<file path="config.mk">
export PLATFORM = sky130hd
export DESIGN_NAME = uart_txrx
export DESIGN_NICKNAME = d
export VERILOG_FILES = /design/src/rtl/uart_pkg.sv /design/src/rtl/uart_rx.sv /design/src/rtl/uart_tx.sv /design/src/rtl/uart_txrx.sv
export SDC_FILE = /design/constraint.sdc
export NUM_CORES = 1
export LEC_CHECK = 0
export CAP_MARGIN = 20
export CORE_MARGIN = 5
export CORE_UTILIZATION = 32
export DETAILED_ROUTE_END_ITERATION = 7
export PLACE_DENSITY = 0.54
export SETUP_SLACK_MARGIN = 0.1
export SYNTH_ARGS = -nofsm -noshare
export SYNTH_HDL_FRONTEND = slang
export SYNTH_SLANG_ARGS = --single-unit
</file>
<file path="constraint.sdc">
create_clock -name clk_i -period 4.15 [get_ports clk_i]
set_input_delay 0.6225 -clock clk_i [delete_from_list [all_inputs] [get_ports clk_i]]
set_output_delay 0.6225 -clock clk_i [all_outputs]
set_load 0.05 [all_outputs]
</file>
<file path="src/rtl/uart_pkg.sv">
// Shared definitions for the 8N1 UART core: frame geometry and FSM states.
`timescale 1ns/1ps
package uart_pkg;

    localparam int DATA_BITS  = 8;
    localparam int OVERSAMPLE = 16;

    // Tick counter values: last tick of a bit period and the mid-bit point
    // used to qualify a start bit.
    localparam logic [3:0] TICK_LAST = 4'd15;
    localparam logic [3:0] TICK_MID  = 4'd7;

    // Index of the final data bit.
    localparam logic [2:0] BIT_LAST  = 3'd7;

    typedef enum logic [1:0] {
        IDLE  = 2'd0,
        START = 2'd1,
        DATA  = 2'd2,
        STOP  = 2'd3
    } uart_state_e;

endpackage

</file>
<file path="src/rtl/uart_rx.sv">
// UART receiver: synchronizes the line, qualifies the start bit at mid-bit,
// samples each data bit at its centre and checks the stop bit.
`timescale 1ns/1ps
module uart_rx
    import uart_pkg::*;
(
    input  logic       clk_i,
    input  logic       rst_n_i,
    input  logic       brg_stb_i,
    input  logic       rx_din_i,
    output logic [7:0] rx_dout_o,
    output logic       rx_done_stb_o
);

    logic        r_sync1;
    logic        r_sync2;
    logic        w_rx;
    uart_state_e r_state;
    logic [3:0]  r_tick;
    logic [2:0]  r_bit;
    logic [7:0]  r_shift;
    logic [7:0]  r_dout;
    logic        r_done;
    logic        r_ferr;

    // Two-stage synchronizer; idles at the line's mark level.
    always_ff @(posedge clk_i or negedge rst_n_i) begin
        if (!rst_n_i) begin
            r_sync1 <= 1'b1;
            r_sync2 <= 1'b1;
        end else begin
            r_sync1 <= rx_din_i;
            r_sync2 <= r_sync1;
        end
    end

    assign w_rx = r_sync2;

    // Receive FSM; a framing error parks in STOP until the line is high again.
    always_ff @(posedge clk_i or negedge rst_n_i) begin
        if (!rst_n_i) begin
            r_state <= IDLE;
            r_tick  <= 4'd0;
            r_bit   <= 3'd0;
            r_shift <= 8'h00;
            r_dout  <= 8'h00;
            r_done  <= 1'b0;
            r_ferr  <= 1'b0;
        end else begin
            r_done <= 1'b0;
            case (r_state)
                IDLE: begin
                    r_ferr <= 1'b0;
                    if (!w_rx) begin
                        r_tick  <= 4'd0;
                        r_state <= START;
                    end
                end
                START: begin
                    if (brg_stb_i) begin
                        r_tick <= r_tick + 4'd1;
                        if (r_tick == TICK_MID) begin
                            if (!w_rx) begin
                                r_tick  <= 4'd0;
                                r_bit   <= 3'd0;
                                r_state <= DATA;
                            end else begin
                                r_state <= IDLE;
                            end
                        end
                    end
                end
                DATA: begin
                    if (brg_stb_i) begin
                        r_tick <= r_tick + 4'd1;
                        if (r_tick == TICK_LAST) begin
                            r_shift <= {w_rx, r_shift[7:1]};
                            if (r_bit == BIT_LAST) begin
                                r_state <= STOP;
                            end else begin
                                r_bit <= r_bit + 3'd1;
                            end
                        end
                    end
                end
                STOP: begin
                    if (r_ferr) begin
                        if (w_rx) begin
                            r_ferr  <= 1'b0;
                            r_state <= IDLE;
                        end
                    end else if (brg_stb_i) begin
                        r_tick <= r_tick + 4'd1;
                        if (r_tick == TICK_LAST) begin
                            if (w_rx) begin
                                r_dout  <= r_shift;
                                r_done  <= 1'b1;
                                r_state <= IDLE;
                            end else begin
                                r_ferr <= 1'b1;
                            end
                        end
                    end
                end
                default: begin
                    r_state <= IDLE;
                    r_ferr  <= 1'b0;
                end
            endcase
        end
    end

    assign rx_dout_o     = r_dout;
    assign rx_done_stb_o = r_done;

endmodule

</file>
<file path="src/rtl/uart_tx.sv">
// UART transmitter: sends start bit, 8 data bits LSB first, stop bit.
// Every bit is held for 16 baud strobes.
`timescale 1ns/1ps
module uart_tx
    import uart_pkg::*;
(
    input  logic       clk_i,
    input  logic       rst_n_i,
    input  logic       brg_stb_i,
    input  logic       tx_we_i,
    input  logic [7:0] tx_din_i,
    output logic       tx_dout_o,
    output logic       tx_busy_o
);

    uart_state_e r_state;
    logic [3:0]  r_tick;
    logic [2:0]  r_bit;
    logic [7:0]  r_shift;
    logic        r_tx;
    logic        r_busy;

    // Transmit FSM; line level and busy flag are registered with the state.
    always_ff @(posedge clk_i or negedge rst_n_i) begin
        if (!rst_n_i) begin
            r_state <= IDLE;
            r_tick  <= 4'd0;
            r_bit   <= 3'd0;
            r_shift <= 8'h00;
            r_tx    <= 1'b1;
            r_busy  <= 1'b0;
        end else begin
            case (r_state)
                IDLE: begin
                    if (tx_we_i) begin
                        r_shift <= tx_din_i;
                        r_tick  <= 4'd0;
                        r_bit   <= 3'd0;
                        r_tx    <= 1'b0;
                        r_busy  <= 1'b1;
                        r_state <= START;
                    end
                end
                START: begin
                    if (brg_stb_i) begin
                        r_tick <= r_tick + 4'd1;
                        if (r_tick == TICK_LAST) begin
                            r_tx    <= r_shift[0];
                            r_bit   <= 3'd0;
                            r_state <= DATA;
                        end
                    end
                end
                DATA: begin
                    if (brg_stb_i) begin
                        r_tick <= r_tick + 4'd1;
                        if (r_tick == TICK_LAST) begin
                            if (r_bit == BIT_LAST) begin
                                r_tx    <= 1'b1;
                                r_state <= STOP;
                            end else begin
                                // Next bit comes from position 1 before the shift lands.
                                r_shift <= {1'b0, r_shift[7:1]};
                                r_tx    <= r_shift[1];
                                r_bit   <= r_bit + 3'd1;
                            end
                        end
                    end
                end
                STOP: begin
                    if (brg_stb_i) begin
                        r_tick <= r_tick + 4'd1;
                        if (r_tick == TICK_LAST) begin
                            r_busy  <= 1'b0;
                            r_state <= IDLE;
                        end
                    end
                end
                default: begin
                    r_state <= IDLE;
                    r_tx    <= 1'b1;
                    r_busy  <= 1'b0;
                end
            endcase
        end
    end

    assign tx_dout_o = r_tx;
    assign tx_busy_o = r_busy;

endmodule

</file>
<file path="src/rtl/uart_txrx.sv">
// 8N1 UART core: independent transmitter and receiver sharing the 16x baud strobe.
`timescale 1ns/1ps
module uart_txrx
    import uart_pkg::*;
(
    input  logic       clk_i,
    input  logic       rst_n_i,
    input  logic       brg_stb_i,
    input  logic       tx_we_i,
    input  logic [7:0] tx_din_i,
    output logic       tx_dout_o,
    output logic       tx_busy_o,
    input  logic       rx_din_i,
    output logic [7:0] rx_dout_o,
    output logic       rx_done_stb_o
);

    uart_tx u_tx (
        .clk_i     (clk_i),
        .rst_n_i   (rst_n_i),
        .brg_stb_i (brg_stb_i),
        .tx_we_i   (tx_we_i),
        .tx_din_i  (tx_din_i),
        .tx_dout_o (tx_dout_o),
        .tx_busy_o (tx_busy_o)
    );

    uart_rx u_rx (
        .clk_i         (clk_i),
        .rst_n_i       (rst_n_i),
        .brg_stb_i     (brg_stb_i),
        .rx_din_i      (rx_din_i),
        .rx_dout_o     (rx_dout_o),
        .rx_done_stb_o (rx_done_stb_o)
    );

endmodule

</file>
### Word level (Yosys, flattened, before mapping)

Cells that the tools add are included.

| word-level totals | value |
|---|---|
| register bits after elaboration | 48 |
| bits in latches | 0 |
| memory bits (writable) | 0 |
| bits in read-only memories | 0 |
| input port bits | 13 |
| output and inout bits | 11 |
| memories | 0 |

| operators by class | value |
|---|---|
| $add $sub $neg | 4 |
| multipliers | 0 |
| div/mod/pow operators | 0 |
| magnitude comparators | 0 |
| eq/ne operators | 32 |
| shift-type cells | 0 |
| mux-type cells | 71 |
| bitwise gates (word level) | 1 |
| reductions and logical operators | 19 |

Operator list:

| cell | number |
|---|---|
| 2-bit two-way mux | 19 |
| 3-bit two-way mux | 12 |
| 4-bit two-way mux | 8 |
| 8-bit two-way mux | 4 |
| 2-bit inequality test, second input constant | 11 |
| 1-bit two-way mux | 18 |
| 2-bit by 1-bit inequality test with 1-bit output, second input constant | 8 |
| 2-bit one-hot mux with 4 select lines | 2 |
| 4-bit one-hot mux with 4 select lines | 1 |
| 8-bit one-hot mux with 2 select lines | 1 |
| 8-bit AND reduction | 2 |
| 7-bit AND reduction | 2 |
| 5-bit AND reduction | 2 |
| 3-bit one-hot mux with 3 select lines | 1 |
| 4-bit by 1-bit adder with 4-bit output, second input constant | 2 |
| 2-bit equality test, second input constant | 4 |
| 4-bit equality test, second input constant | 2 |
| 4-bit one-hot mux with 2 select lines | 1 |
| 2-bit nonzero test | 4 |
| 3-bit by 1-bit adder with 3-bit output, second input constant | 2 |
| 3-bit equality test, second input constant | 2 |
| 3-bit one-hot mux with 2 select lines | 1 |
| 3-bit AND reduction | 2 |
| 6-bit AND reduction | 1 |
| 12 further kinds | 15 |

### Longest topological paths before layout

Gate-level depths: netlist of the first run.

| logic depth | value |
|---|---|
| depth after elaboration | 5 |
| mapped depth | 8 |

### By module

Synthesis of the first run repeated with hierarchy kept, for this count alone.

| second synthesis, totals | value |
|---|---|
| cells, all modules | 204 |
| area, all modules | 2529.9 um^2 |

Modules (own cells, without submodules):

| module | instances | cells an instance | area an instance (um^2) |
|---|---|---|---|
| uart_rx | 1 | 107 | 1386.3 |
| uart_tx | 1 | 97 | 1143.6 |

### Worst setup path before layout of the first run

No wires, ideal clock.

| timing path | value |
|---|---|
| path type | input -> register |
| start point | input brg_stb_i |
| end point | register with a tool-made name |
| library setup time | 120 ps |
| arrival time | 1809 ps |
| data required time | 4030 ps |
| slack | 2221 ps |
| stages on the path | 6 |
| buffers on the path | 1 |
| cell sequence | buf_4 nand4_2 a31o_1 a2111oi_4 a21oi_1 a41o_1 |

RTL lines:

| what | RTL line | RTL |
|---|---|---|
| from (decl) | uart_txrx.sv:8 | `input logic brg_stb_i,` |

### Worst setup path in the final report of the first run

| timing path | value |
|---|---|
| start point | input brg_stb_i |
| end point | register u_rx.r_dout[1] (netlist: u_rx.rx_dout_o[1]) |

| on the way | value |
|---|---|
| longest elaborated chain between the ends | 1 |

RTL lines:

| what | RTL line | RTL |
|---|---|---|
| 5-bit AND reduction (no line) | -- |  |
| to (signal assigned) | uart_rx.sv:96 | `r_dout <= r_shift;` |
| to (decl) | uart_rx.sv:22 | `logic [7:0] r_dout;` |

Every way passes these cells.
A chain may end at the register's enable or synchronous reset.

==> key figures, run 1 <==
STA
  • Slew Viols, Final: 0
  • Hold Fails Final Rpt: 0
  • Fmax: about 0.43 GHz
  • Worst rel slew slack: 0.473
  • RSZ-0062 raised after global routing: false
  • Clock skew: 0.00624 ns
  • Slew @ Worst Pin: 0.783 ns
  • Final hold slack: approximately 0.36 ns
  • Fin crit share: 0.562
  • TNS Setup: 0 ns
  • Tmin final: 2.33 ns
  • Final setup vio count: 0

GRT
  • Antenna violations before repair: 0
  • First-pass GRT wire length: 8.13 mm
  • Number of global-route vias before repair: 1709
  • Largest net degree at the start of global routing: 49
  • GR Overflow Total: 0
  • Global Route Usage Sum: 0.104

Critical path
  • Family with the most delay on the worst path: simple AND/OR/NAND/NOR gates
  • Crit path capture type: register
  • Startpoint types: input port
  • CP max stage cell: clkdlybuf4s50_1
  • Required @ worst endpoint: 4.35 ns
  • Crit path kind: in -> reg
  • Worst path bufs/invs: 1
  • Crit path cell chain: clkdlybuf4s50_1 > nand4_2 > nor3_2 > mux2_2
  • Critical path peak fanout: 9
  • Critical path arrival: 2.53 ns
  • Peak per-stage delay on the critical path: approximately 0.66 ns

Final layout
  • Final core utilization: 0.389
  • Final nets: 281
  • Area grow syn2layout: 17.6%
  • N_diodes: 0
  • Fillers: 743
  • Layout cell share with drive strength beyond 1: 0.142

Clock tree
  • CTS tree: built
  • Post-CTS setup buffers: 0
  • CTS Hold Buffers Added: 0
  • Clk sink count: 48
  • Clock tree buffer depth: 2
  • Clock root buffer: clkbuf_8
  • Clock latency on the worst-skew pair: about 0.30 ns
  • CTS resizes: 0
  • H-Tree Depth: 2
  • Total CTS buffers: 5
  • Clock slew at reported path FFs: about 0.10 ns

Route
  • DR pass1 iterations: 4
  • Detailed-route via count: roughly 1700
  • Initial DRC count: 71
  • Routed vias/inst: 4.71
  • Mean routed wirelength per cell: 12.7 um
  • # DRC: 0
  • ANT nets after route: 0
  • Final WL: 4.47 mm

Logic synthesis
  • Mapped Cells: 227
  • Post-synth top area cell: dfrtp_1
  • Synth Register Bits: 48
  • Main synth FF type: dfrtp_1
  • Post-synthesis average cell area: 10.7 sq um
  • Distinct cells, synth: 39
  • Syn nets: approximately 260
  • Mapped cell area: 2420 sq um
  • Post-synth top area share: 0.465
  • Syn. warnings: 0
  • Top post-synthesis cells by area: dfrtp_1 46%, ha_1 8.3%, mux2_2 7.4%
  • Post-synthesis sequential area ratio: 0.497
  • Ys async rst share: 1.00
  • Post-synth EDFFs: 0

Run status
  • Outcome: complete, no violations

Pwr
  • Tot Pwr: 1.67 mW
  • Peak VDD IR: 168 uV
  • Pwr Density: 586 nW/um^2
  • Lkg Pwr: 1.32 nW

Run
  • Max cap viols: 0

Placement
  • Gpl congestion: 0.727
  • PortBufs: 23
  • DP Wirelength: 3.10 mm

Die
  • Starting Density: 0.330
  • Die Y: between 90 and 100 um
  • Die width: a little under 100 um
  • Ports: 24
  • Core area: between 7000 and 8000 sq um
  • # rows: 31
  • Die ar.: 9410 sq um

Min path
  • Hold/Removal Path Class: reg -> reg
-- synth_stat cells, types with 2 or more instances --
| cell | number |
|---|---|
| nand2_1 | 25 |
| ha_1 | 16 |
| or2_2 | 2 |
| nand4_1 | 2 |
| o21ai_0 | 27 |
| dfstp_2 | 3 |
| mux2i_1 | 8 |
| nor2b_1 | 4 |
| nor3_1 | 8 |
| dfrtp_1 | 45 |
| mux2_2 | 16 |
| clkbuf_1 | 5 |
| a21o_1 | 2 |
| nand2b_1 | 3 |
| o31ai_1 | 2 |
| a22o_1 | 4 |
| nor4_1 | 2 |
| nor2_1 | 7 |
| nand3_1 | 5 |
| inv_1 | 13 |
| a21oi_1 | 10 |
-- cell usage in the layout (no fill, tap or decap), types with 2 or more instances in the layout --
master,instances
o21ai_0,27
a21oi_1,10
nand3_1,5
clkdlybuf4s50_1,22
nor4_1,2
nand2b_1,3
clkbuf_8,5
a21o_1,2
nor2_1,7
nand4_1,2
buf_4,2
ha_1,16
mux2_2,16
inv_1,13
dfstp_2,3
mux2i_1,8
nor3_1,8
nand2_1,25
or2_2,2
o31ai_1,2
a22o_1,4
nor2b_1,4
dfrtp_1,45
inv_6,2
-- per-stage QoR --
stage	cells	worst slack, ns	cell area [sq um]
2_1_floorplan	227	2.22	2420
3_3_place_gp	344	1.50	2760
3_5_place_dp	344	1.43	2760
4_1_cts	352	1.77	2850
5_1_grt	352	1.67	2850
6_report	352	1.82	2850
-- per-layer routing --
layer  vias to the layer above  share of wire  GRT usage
met4                         0          0.018     0.0518
met1                       787           0.51      0.145
met3                         6          0.021     0.0137
li1                        850              -          -
met2                        16           0.45      0.158
met5                         -              0          0
-- sequential cells by signal, indices dropped and copies added (netlist names), named ones only --
name and cells:
u_tx.r_tick 4, u_tx.tx_dout_o 1, u_rx.r_tick 4, u_rx.r_sync2 1, u_tx.r_shift 8, u_tx.r_state 2
u_rx.rx_dout_o 8, u_rx.rx_done_stb_o 1, u_rx.r_ferr 1, u_rx.r_shift 8, u_tx.r_bit 3, u_tx.tx_busy_o 1
u_rx.r_bit 3, u_rx.r_sync1 1, u_rx.r_state 1
-- worst register-to-register path: cells and delay by family (launching register included) --
kind | cells | cell delay, ns
simple gates | 4 | 1.22
flops | 1 | 0.43
fa+ha+maj | 1 | 0.34
buf+inv | 1 | 0.11
compound gates | 1 | 0.10
-- power breakdown --
part           switching, mW  internal, mW  total, mW
Clock                  0.174         0.123      0.297
Combinational          0.381         0.295      0.675
Sequential             0.102         0.594      0.696
Total                  0.657          1.01       1.67
-- final cells by class --
cell class,count,area [sq um],share of cell area
sequential,48,1200,0.423
inverter,13,48.8,0.0171
clock buffer,5,68.8,0.0242
multi-input combinational,159,1140,0.399
clock inverter,3,25.0,0.00878
tap,99,124,0.0435
timing repair buffer,25,240,0.0843
-- cells by family after synthesis --
family | Yosys count | share of synthesized area
compound gates | 53 | 0.138
simple gates | 66 | 0.141
buf+inv | 20 | 0.0331
flops | 48 | 0.497
mux | 24 | 0.107
fa+ha+maj | 16 | 0.0826
-- worst paths after layout --
kind	from	end	slack [ns]	cells past startpoint
max reg2reg	u_rx.r_state[0]	u_rx.r_bit[2]	1.89	7
min reg2reg	u_rx.r_sync1	u_rx.r_sync2	0.36	0
max in group asynchronous	rst_n_i	u_rx.r_state[0]	3.33	2
max	brg_stb_i	u_rx.rx_dout_o[1]	1.82	4
min in group asynchronous	rst_n_i	u_tx.r_shift[2]	0.40	2
min	u_rx.r_sync1	u_rx.r_sync2	0.36	0
No activity file was read; power rests on OpenSTA's default activity.
==> run 2, diff against run 1 <==
==> constraint.sdc (replaced) <==
create_clock -name clk_i -period 2.4 [get_ports clk_i]
set_input_delay 0.36 -clock clk_i [delete_from_list [all_inputs] [get_ports clk_i]]
set_output_delay 0.36 -clock clk_i [all_outputs]
set_load 0.05 [all_outputs]
==> run 2 against run 1 <==
Core utilization increased by 0.68 points. Non-clock buffer count grew 5. Critical path depth is 3 higher. Worst setup slack worse by 1.5 ns. Die area did not move. Routed wire length down 1.5%. Clock-buffer cell count rose by 1. Cell count rose by 1.4%. Sequential power increased by 72%. Via count grew 1.5%. Worst hold slack worse by 0.22 ns. Total power rose by 76%. Critical path type is now reg -> reg. Largest power group is now combinational logic.
==> key figures, run 2 (synthesized netlist as in run 1, its figures left out) <==
Critical path
  • Crit path kind: reg -> reg
  • Critical path arrival: between 2 and 2.5 ns
  • Critical path peak fanout: 8
  • Worst setup endpoint: u_rx.r_bit[1]
  • Required @ worst endpoint: 2.57 ns
  • Worst reg2reg path endpoint: u_rx.r_bit[1]
  • Startpoint types: register
  • R2r worst-path depth: 7
  • R2R setup slack: between 0.3 and 0.4 ns
  • Crit path capture type: register

Route
  • # DRC: 0
  • Initial DRC count: 44
  • Final WL: ~4.4 mm
  • DR pass1 iterations: 4
  • Detailed-route via count: roughly 1700
  • Mean routed wirelength per cell: 12.3 um
  • Routed vias/inst: 4.72
  • ANT nets after route: 0

Final layout
  • Layout cell share with drive strength beyond 1: 0.163
  • N_diodes: 0
  • Most frequent cells in the layout: 45 x dfrtp_1, 27 x o21ai_0, 25 x nand2_1
  • Multi-input gate area in the final layout: 1140 sq um
  • Fillers: around 730
  • Most common cell after layout, fill and taps aside: dfrtp_1
  • Area grow syn2layout: 19.7%
  • FF/Latch Area: 1200 sq um
  • Final core utilization: 0.395
  • Non-filler instance count after layout: 357
  • Final nets: 286

Placement
  • Post-Place Cells: 349
  • DP Wirelength: around 3.1 mm
  • Gpl congestion: 0.752
  • PortBufs: 23

Die
  • Die width: 97.0 um
  • Ports: 24
  • Die Y: 97.0 um
  • Starting Density: 0.330
  • # rows: 31
  • Core area: 7330 sq um
  • Die ar.: approximately 9400 sq um

Clock tree
  • Clock tree buffer depth: 2
  • Clk sink count: 48
  • Clock latency on the worst-skew pair: 0.30 ns
  • Clock root buffer: clkbuf_8
  • CTS tree: built
  • H-Tree Depth: 2
  • Total CTS buffers: 5
  • Clock slew at reported path FFs: 0.09 ns
  • Post-CTS setup buffers: 0

STA
  • Hold Fails Final Rpt: 0
  • Slew @ Worst Pin: 0.598 ns
  • Fmax: about 0.48 GHz
  • TNS Setup: 0 ns
  • Clock skew: 0.00573 ns
  • Tmin final: 2.08 ns
  • Slew Viols, Final: 0
  • RSZ-0062 raised after global routing: false
  • Fin crit share: 0.867
  • Worst rel slew slack: 0.601
  • Final setup vio count: 0

Pwr
  • Pwr Density: just over 1000 nW/um^2
  • Peak VDD IR: 393 uV
  • Lkg Pwr: 1.35 nW

Run
  • Max cap viols: 0

GRT
  • Number of global-route vias before repair: 1776
  • Largest net degree at the start of global routing: 49
  • GR Overflow Total: 0
  • Antenna violations before repair: 0
  • First-pass GRT wire length: 8.29 mm
  • Global Route Usage Sum: 0.104

Run status
  • Outcome: complete, no violations

Min path
  • Hold/Removal Path Class: in -> async
## run 2: cell types whose count changed in the layout (fill, tap and decap cells not counted), sizes merged
| cell | change |
|---|---|
| clkbuf | +1 |
| buf | +5 |
| clkinvlp | -1 |
## run 2: area by class of cell
type                            instances  area share
Sequential cell                        48       0.416
Multi-Input combinational cell        159       0.394
Timing Repair Buffer                   30      0.0958
Tap cell                               99      0.0427
Clock buffer                            6      0.0285
Inverter                               13      0.0168
Clock inverter                          2     0.00604
## run 2: report_power, final
part           total [mW]  leakage [nW]  switching, mW  internal [mW]
clock               0.525        0.0522          0.284          0.242
sequential           1.20         0.624          0.175           1.03
combinational        1.21         0.676          0.677          0.537
total                2.94          1.35           1.14           1.81
## run 2: through the flow
| stage | hold WS (ns) | power, mW | instance area (sq um) | setup slack [ns] |
|---|---|---|---|---|
| 5_1_grt | 0.208 | 3.24 | 2900 | 0.178 |
| 3_5_place_dp | 0.349 | 2.43 | 2790 | 0.139 |
| 6_report | 0.147 | 2.94 | 2900 | 0.320 |
| 2_1_floorplan | 0.0644 | 2.11 | 2420 | 0.520 |
| 3_3_place_gp | 0.348 | 2.41 | 2790 | 0.157 |
| 4_1_cts | 0.168 | 2.98 | 2890 | 0.151 |
## run 2: worst min path at each step
| stage | to | cells past startpoint |
|---|---|---|
| finish | u_tx.r_shift[1] | 2 |
| global route | u_tx.r_shift[1] | 2 |
| CTS | u_tx.r_shift[6] | 2 |
| detailed placement | u_rx.r_sync2 | 0 |
| global placement | u_rx.r_sync2 | 0 |
| floorplan | async pin | 0 |
## run 2: worst max-delay path, stage by stage (launching register included)
cell     delay (ns)
dfrtp_1        0.45
inv_1          0.14
ha_1           0.31
and4b_1        0.23
nor3_1         0.45
nor4_2         0.16
nand3_1        0.12
o21ai_0        0.08
## run 2: metal layers
metal	up-vias	part of all wire	track usage
met5	-	0	0
met2	21	0.45	0.157
met3	2	0.021	0.0194
met1	794	0.52	0.148
met4	0	0.011	0.0356
li1	867	-	-
## run 2: timing repair
action	CTS	global route
hold buffers	0	0
resized for setup	0	1
endpoints found under the hold margin	0	0
endpoints found under the setup margin	0	3
